===== config.mk =====
export PLATFORM = sky130hd
export DESIGN_NAME = uart_tx
export DESIGN_NICKNAME = d
export VERILOG_FILES = /design/src/rtl/uart_tx.sv
export SDC_FILE = /design/constraint.sdc
export NUM_CORES = 1
export LEC_CHECK = 0
export CORE_MARGIN = 1
export CORE_UTILIZATION = 44
export DETAILED_ROUTE_END_ITERATION = 10
export GPL_ROUTABILITY_DRIVEN = 0
export HOLD_SLACK_MARGIN = 0.05
export SLEW_MARGIN = 10
export SYNTH_ARGS = -nofsm -noshare
export SYNTH_HDL_FRONTEND = slang
export SYNTH_SLANG_ARGS = --single-unit

===== constraint.sdc =====
create_clock -name clk -period 2 [get_ports clk]
set_input_delay 0.4 -clock clk [delete_from_list [all_inputs] [get_ports clk]]
set_output_delay 0.4 -clock clk [all_outputs]
set_load 0.01 [all_outputs]

===== src/rtl/uart_tx.sv =====
// UART transmitter: one byte per accepted start, 8 data bits LSB first,
// optional even/odd parity, one stop bit, DIV clocks per bit.
module uart_tx #(
    parameter int DIV     = 868,
    parameter int PARIDAD = 0
) (
    input  logic       clk,
    input  logic       rst_i,
    input  logic [7:0] dato_i,
    input  logic       start_i,
    output logic       tx_o,
    output logic       busy_o,
    output logic       done_o
);

    localparam int             CW        = (DIV > 1) ? $clog2(DIV) : 1;
    localparam logic [CW-1:0]  BAUD_LAST = CW'(DIV - 1);
    localparam logic           ODD_PAR   = (PARIDAD == 2);

    typedef enum logic [2:0] {
        IDLE   = 3'd0,
        START  = 3'd1,
        DATA   = 3'd2,
        PARITY = 3'd3,
        STOP   = 3'd4
    } state_t;

    state_t        state_q, state_d;
    logic [CW-1:0] baud_q, baud_d;
    logic [2:0]    bit_q, bit_d;
    logic [7:0]    shift_q, shift_d;
    logic          par_q, par_d;
    logic          tx_q, tx_d;
    logic          busy_q, busy_d;
    logic          done_q, done_d;
    logic          baud_end;

    assign baud_end = (baud_q == BAUD_LAST);

    always_comb begin
        state_d = state_q;
        baud_d  = baud_q;
        bit_d   = bit_q;
        shift_d = shift_q;
        par_d   = par_q;
        tx_d    = tx_q;
        busy_d  = busy_q;
        done_d  = 1'b0;

        case (state_q)
            IDLE: begin
                tx_d   = 1'b1;
                busy_d = 1'b0;
                baud_d = '0;
                bit_d  = 3'd0;
                // Parity is taken from the latched byte, since the shift register is consumed by the time it is sent.
                if (start_i) begin
                    shift_d = dato_i;
                    par_d   = (^dato_i) ^ ODD_PAR;
                    state_d = START;
                    tx_d    = 1'b0;
                    busy_d  = 1'b1;
                end
            end
            START: begin
                if (baud_end) begin
                    baud_d  = '0;
                    state_d = DATA;
                    tx_d    = shift_q[0];
                end else begin
                    baud_d = baud_q + CW'(1);
                end
            end
            DATA: begin
                if (baud_end) begin
                    baud_d  = '0;
                    shift_d = shift_q >> 1;
                    if (bit_q == 3'd7) begin
                        bit_d = 3'd0;
                        if (PARIDAD != 0) begin
                            state_d = PARITY;
                            tx_d    = par_q;
                        end else begin
                            state_d = STOP;
                            tx_d    = 1'b1;
                        end
                    end else begin
                        bit_d = bit_q + 3'd1;
                        tx_d  = shift_q[1];
                    end
                end else begin
                    baud_d = baud_q + CW'(1);
                end
            end
            PARITY: begin
                if (baud_end) begin
                    baud_d  = '0;
                    state_d = STOP;
                    tx_d    = 1'b1;
                end else begin
                    baud_d = baud_q + CW'(1);
                end
            end
            STOP: begin
                if (baud_end) begin
                    baud_d  = '0;
                    state_d = IDLE;
                    tx_d    = 1'b1;
                    busy_d  = 1'b0;
                    done_d  = 1'b1;
                end else begin
                    baud_d = baud_q + CW'(1);
                end
            end
            default: begin
                state_d = IDLE;
                baud_d  = '0;
                bit_d   = 3'd0;
                tx_d    = 1'b1;
                busy_d  = 1'b0;
            end
        endcase
    end

    always_ff @(posedge clk) begin
        if (rst_i) begin
            state_q <= IDLE;
            baud_q  <= '0;
            bit_q   <= 3'd0;
            shift_q <= 8'h00;
            par_q   <= 1'b0;
            tx_q    <= 1'b1;
            busy_q  <= 1'b0;
            done_q  <= 1'b0;
        end else begin
            state_q <= state_d;
            baud_q  <= baud_d;
            bit_q   <= bit_d;
            shift_q <= shift_d;
            par_q   <= par_d;
            tx_q    <= tx_d;
            busy_q  <= busy_d;
            done_q  <= done_d;
        end
    end

    assign tx_o   = tx_q;
    assign busy_o = busy_q;
    assign done_o = done_q;

endmodule


==> Word-level counts from Yosys, hierarchy flattened <==
Index checks and enable logic that the tools add are counted.
{ "word_totals": {"register_bits": 27, "out_inout_bits": 3, "word_cells": 62, "inputBits": 11} }
{ "classes": {"n_eq_ne": 13, "n_reduce_logical": 13, "n_addsub": 2, "muxes": 23, "n_bitwise": 4} }
{ "ops": {"columns": ["cell", "n"], "rows": [
  ["3-bit 2-to-1 mux", 8],
  ["8-bit 2-to-1 mux", 2],
  ["8-bit one-hot mux with 2 select lines", 1],
  ["3-bit one-hot mux with 5 select lines", 1],
  ["2-bit inequality test, second input constant", 6],
  ["10-bit by 1-bit adder with 10-bit output, second input constant", 1],
  ["10-bit equality test, second input constant", 1],
  ["3-bit OR reduction", 3],
  ["1-bit 2-to-1 mux", 8],
  ["3-bit by 2-bit equality test with 1-bit output, second input constant", 2],
  ["3-bit equality test, second input constant", 2],
  ["3-bit one-hot mux with 2 select lines", 1],
  ["3-bit AND reduction", 2],
  ["6-bit AND reduction", 1],
  ["1-bit inverter", 4],
  ["1-bit one-hot mux with 4 select lines", 1],
  ["2-bit AND reduction", 2],
  ["2-bit OR reduction", 2],
  ["4-bit OR reduction", 1],
  ["3-bit by 1-bit adder with 3-bit output, second input constant", 1],
  ["3-bit by 1-bit equality test with 1-bit output, second input constant", 1],
  ["3-bit zero test", 1],
  ["1-bit one-hot mux with 3 select lines", 1],
  ["2-bit by 1-bit inequality test with 1-bit output, second input constant", 1],
  ["2-bit nonzero test", 1]
]} }

==> Longest topological paths before layout <==
{ "logic_depth": {"ltp_word": 4, "depth_mapped": 6} }

==> Worst setup path before layout <==
No wires, ideal clock.
{ "synth_timing": {"path_type": "reg-to-reg", "startpoint": "register baud_q[0]", "endpoint": "register shift_q[5]", "path_buffers": 1, "path_stages_with_launch": 7, "setup_time_ns": 0.071, "arrival_time_ns": 1.629, "synth_period_minus_slack_ns": 1.699, "required_time_ns": 1.929, "path_slack_ns": 0.301, "cell_sequence": "dfxtp_1 ha_1 and4bb_2 a41oi_4 buf_6 or3_1 a21oi_1"} }
{ "synth_between": {"elab_chain_cells": 3} }
{ "synth_lines": {"columns": ["element", "line", "text"], "rows": [
  ["start: declaration", "29", "logic [CW-1:0] baud_q, baud_d;"],
  ["start signal: assignment", "137", "baud_q <= baud_d;"],
  ["10-bit equality test", "38", "assign baud_end = (baud_q == BAUD_LAST);"],
  ["2-bit inequality test (no line)", null, null],
  ["3-bit AND reduction (no line)", null, null],
  ["end signal: assignment", "139", "shift_q <= shift_d;"],
  ["end: declaration", "31", "logic [7:0] shift_q, shift_d;"]
]} }
No other way between the ends.
A chain may end at the register's enable or synchronous reset.

==> Worst setup path after layout <==
{ "layout_timing": {"startpoint": "register baud_q[1]", "endpoint": "register shift_q[2]"} }
Same word-level chain as after synthesis.

==> flow_summary.json <==
{
  "status": "complete, no violations",
  "fin_crit_ps": 1750,
  "syn2layout_area_growth_pct": 16.6,
  "core_um2": 2780,
  "wl_um": 2600,
  "ys_types": 36,
  "tritoncts": "yes",
  "report.final.slew_viol_count": 0,
  "place_hpwl_um": 1910,
  "grt_max_degree": 16,
  "die_area_um2": 3190,
  "dp.cells": 195,
  "antenna_cells": 0,
  "seq_area_frac_synth_pct": 41.3,
  "clk_pin_slew_ps": 140,
  "path_class": "reg -> reg",
  "fillers": 281,
  "slowest_stage": "dfxtp_1",
  "drc": 0,
  "fin_crit_sh_pct": 87.6,
  "critPathMaxStageDelay_ps": 420,
  "overflow": 0,
  "slew_headroom_pct": 74.0,
  "antenna_found_initial": 0,
  "drt_iter0_markers": 43,
  "die_height_um": 56.5,
  "crit_required_ps": 2270,
  "cts_root_buffer": "clkbuf_4",
  "clock_latency_ps": 320,
  "dpl_cell_area_um2": 1500,
  "grt.busiest_layer": "met2",
  "postCtsResizedCells": 0,
  "grt_pass1_vias": 1050,
  "grtUsageMet3_pct": 3.00,
  "finalHoldViolCount": 0,
  "vias_per_cell": 5.57,
  "leakage_nw": 0.530,
  "synth_cells": 150,
  "worstMarginPinSlew_ps": 389,
  "pin_count": 14,
  "yosysWarnings": 0,
  "postCtsSetupRepairBufs": 0,
  "fin_ws_ps": 247,
  "numCtsBuffers": 3,
  "final_cells": 199,
  "met2_usage_pct": 30.1,
  "h-tree-depth": 1,
  "synth_area_um2": 1310,
  "antenna_left": 0,
  "synth_edf_count": 0,
  "crit_arrival_ps": 2020,
  "grt_first_pass_wirelength_um": 4580,
  "grt_usage_pct": 18.2,
  "met1_usage_pct": 23.5,
  "fin_tns_setup_ps": 0,
  "rows": 19,
  "hp-class": "reg -> reg",
  "max_freq_mhz": 571,
  "syn_avg_cell_area_um2": 8.72,
  "drive_gt1_share_pct": 9.52,
  "place_ws_ps": 91.3,
  "synth_nets": 164,
  "cts.path.max_buffers": 2,
  "start_util_pct": 47.0,
  "async_reset_ff_share_pct": 0,
  "synth_top_flop_cell": "dfxtp_1",
  "cp-end-kind": "flop",
  "port_buffers": 13,
  "cts_sinks": 27,
  "ys_seq_elements": 27,
  "crit_fanout": 15,
  "dieWidth_um": 56.5,
  "wl_per_cell_um": 13.0,
  "ir_worst_vdd_v": 0.000387,
  "first_pass_iters": 5,
  "ctsHoldBuffers": 0,
  "crit_chain": "ha_1 -> and4bb_2 -> a41oi_4 -> or3_1 -> a21oi_1",
  "clock_skew_ps": 3.98,
  "final_nets": 183,
  "power_density_nw_per_um2": 589,
  "cap_violations": 0,
  "num_vias": 1109,
  "power_uw": 897,
  "cp-start-kind": "flop",
  "setup_violations": 0,
  "stdcell_area_um2": 1520,
  "rsz0062_at_grt": "false"
}
## flip-flops by register name (all words and copies together), names as in the netlist
signal / cells
busy_o: 1
state_q: 3
done_o: 1
tx_o: 1
baud_q: 10
shift_q: 8
bit_q: 3
## worst paths after layout
path | start | end | slack (ps) | cells past startpoint
min | shift_q[5] | shift_q[5] | 480 | 2
min reg2reg | shift_q[5] | shift_q[5] | 480 | 2
max reg2reg | baud_q[1] | shift_q[2] | 250 | 5
max | baud_q[1] | shift_q[2] | 250 | 5
## power by group
group | switching (mW) | internal (mW)
logic | 0.0474 | 0.0510
registers | 0.00782 | 0.554
clock network | 0.159 | 0.0782
total | 0.214 | 0.683
## critical path, delay by kind of cell (launching register included)
kind | cells | cell delay [ps]
fa+ha+maj | 1 | 190
compound gates | 2 | 370
simple gates | 2 | 720
flops | 1 | 420
## cells by family after synthesis
group	after synthesis	share of synthesized area, %
simple gates	56	22.7
compound gates	34	16.7
flops	27	41.3
buf+inv	14	4.98
xor+xnor	8	5.36
mux	8	6.12
fa+ha+maj	3	2.87
## metrics by stage
step	util (%)	hold WS [ps]
finish	54.8	483
CTS	54.8	485
global placement	53.8	458
floorplan	-	441
global route	54.8	502
detailed placement	53.8	466
## Yosys cell counts, types with 2 or more instances
library cell / number / share of area [%]
xnor2_1: 5 / 3.3
o21bai_1: 2 / 1.1
nor2_1: 18 / 5.2
and3_1: 3 / 1.4
inv_1: 7 / 2.0
nand2_1: 8 / 2.3
dfxtp_1: 27 / 41
or3_1: 8 / 3.8
o22ai_1: 3 / 1.4
nand3_1: 5 / 1.9
buf_2: 4 / 1.5
clkbuf_1: 2 / 0.57
o21ai_0: 13 / 5.0
xor2_1: 3 / 2.0
a21oi_1: 10 / 3.8
mux2i_1: 8 / 6.1
ha_1: 3 / 2.9
nor3_1: 3 / 1.1
## metal layers
metal	share of wire (%)	routed length, um	up-vias
met5	0	0	-
met4	1.8	46	0
met3	2.6	67	5
met2	49	1260	17
met1	47	1220	523
li1	-	-	564
## layout make-up
class	count	area, um2	share of cell area (%)
well taps	31	38.8	2.55
inverters	7	26.3	1.72
flip-flops and latches	27	541	35.5
clock buffers	4	26.3	1.72
repair buffers	21	190	12.5
multi-input cells	109	702	46.1
## cell usage in the layout, fill, tap and decap left out, drive strengths merged
cell type / count
dfxtp: 27
nor2: 18
o21ai: 13
clkdlybuf4s50: 13
a21oi: 10
nand2: 8
or3: 8
mux2i: 8
buf: 8
inv: 7
nand3: 6
xnor2: 5
clkbuf: 4
nor3: 3
and3: 3
xor2: 3
o22ai: 3
ha: 3
o21bai: 2
and2b: 1
and4bb: 1
and3b: 1
or3b: 1
nand4: 1
a32o: 1
a311oi: 1
or2: 1
nor2b: 1
a41oi: 1
nand4b: 1
a2bb2oi: 1
a31oi: 1
or4: 1
nor3b: 1
a21boi: 1
Note: power is estimated with default switching activity, not from simulation.
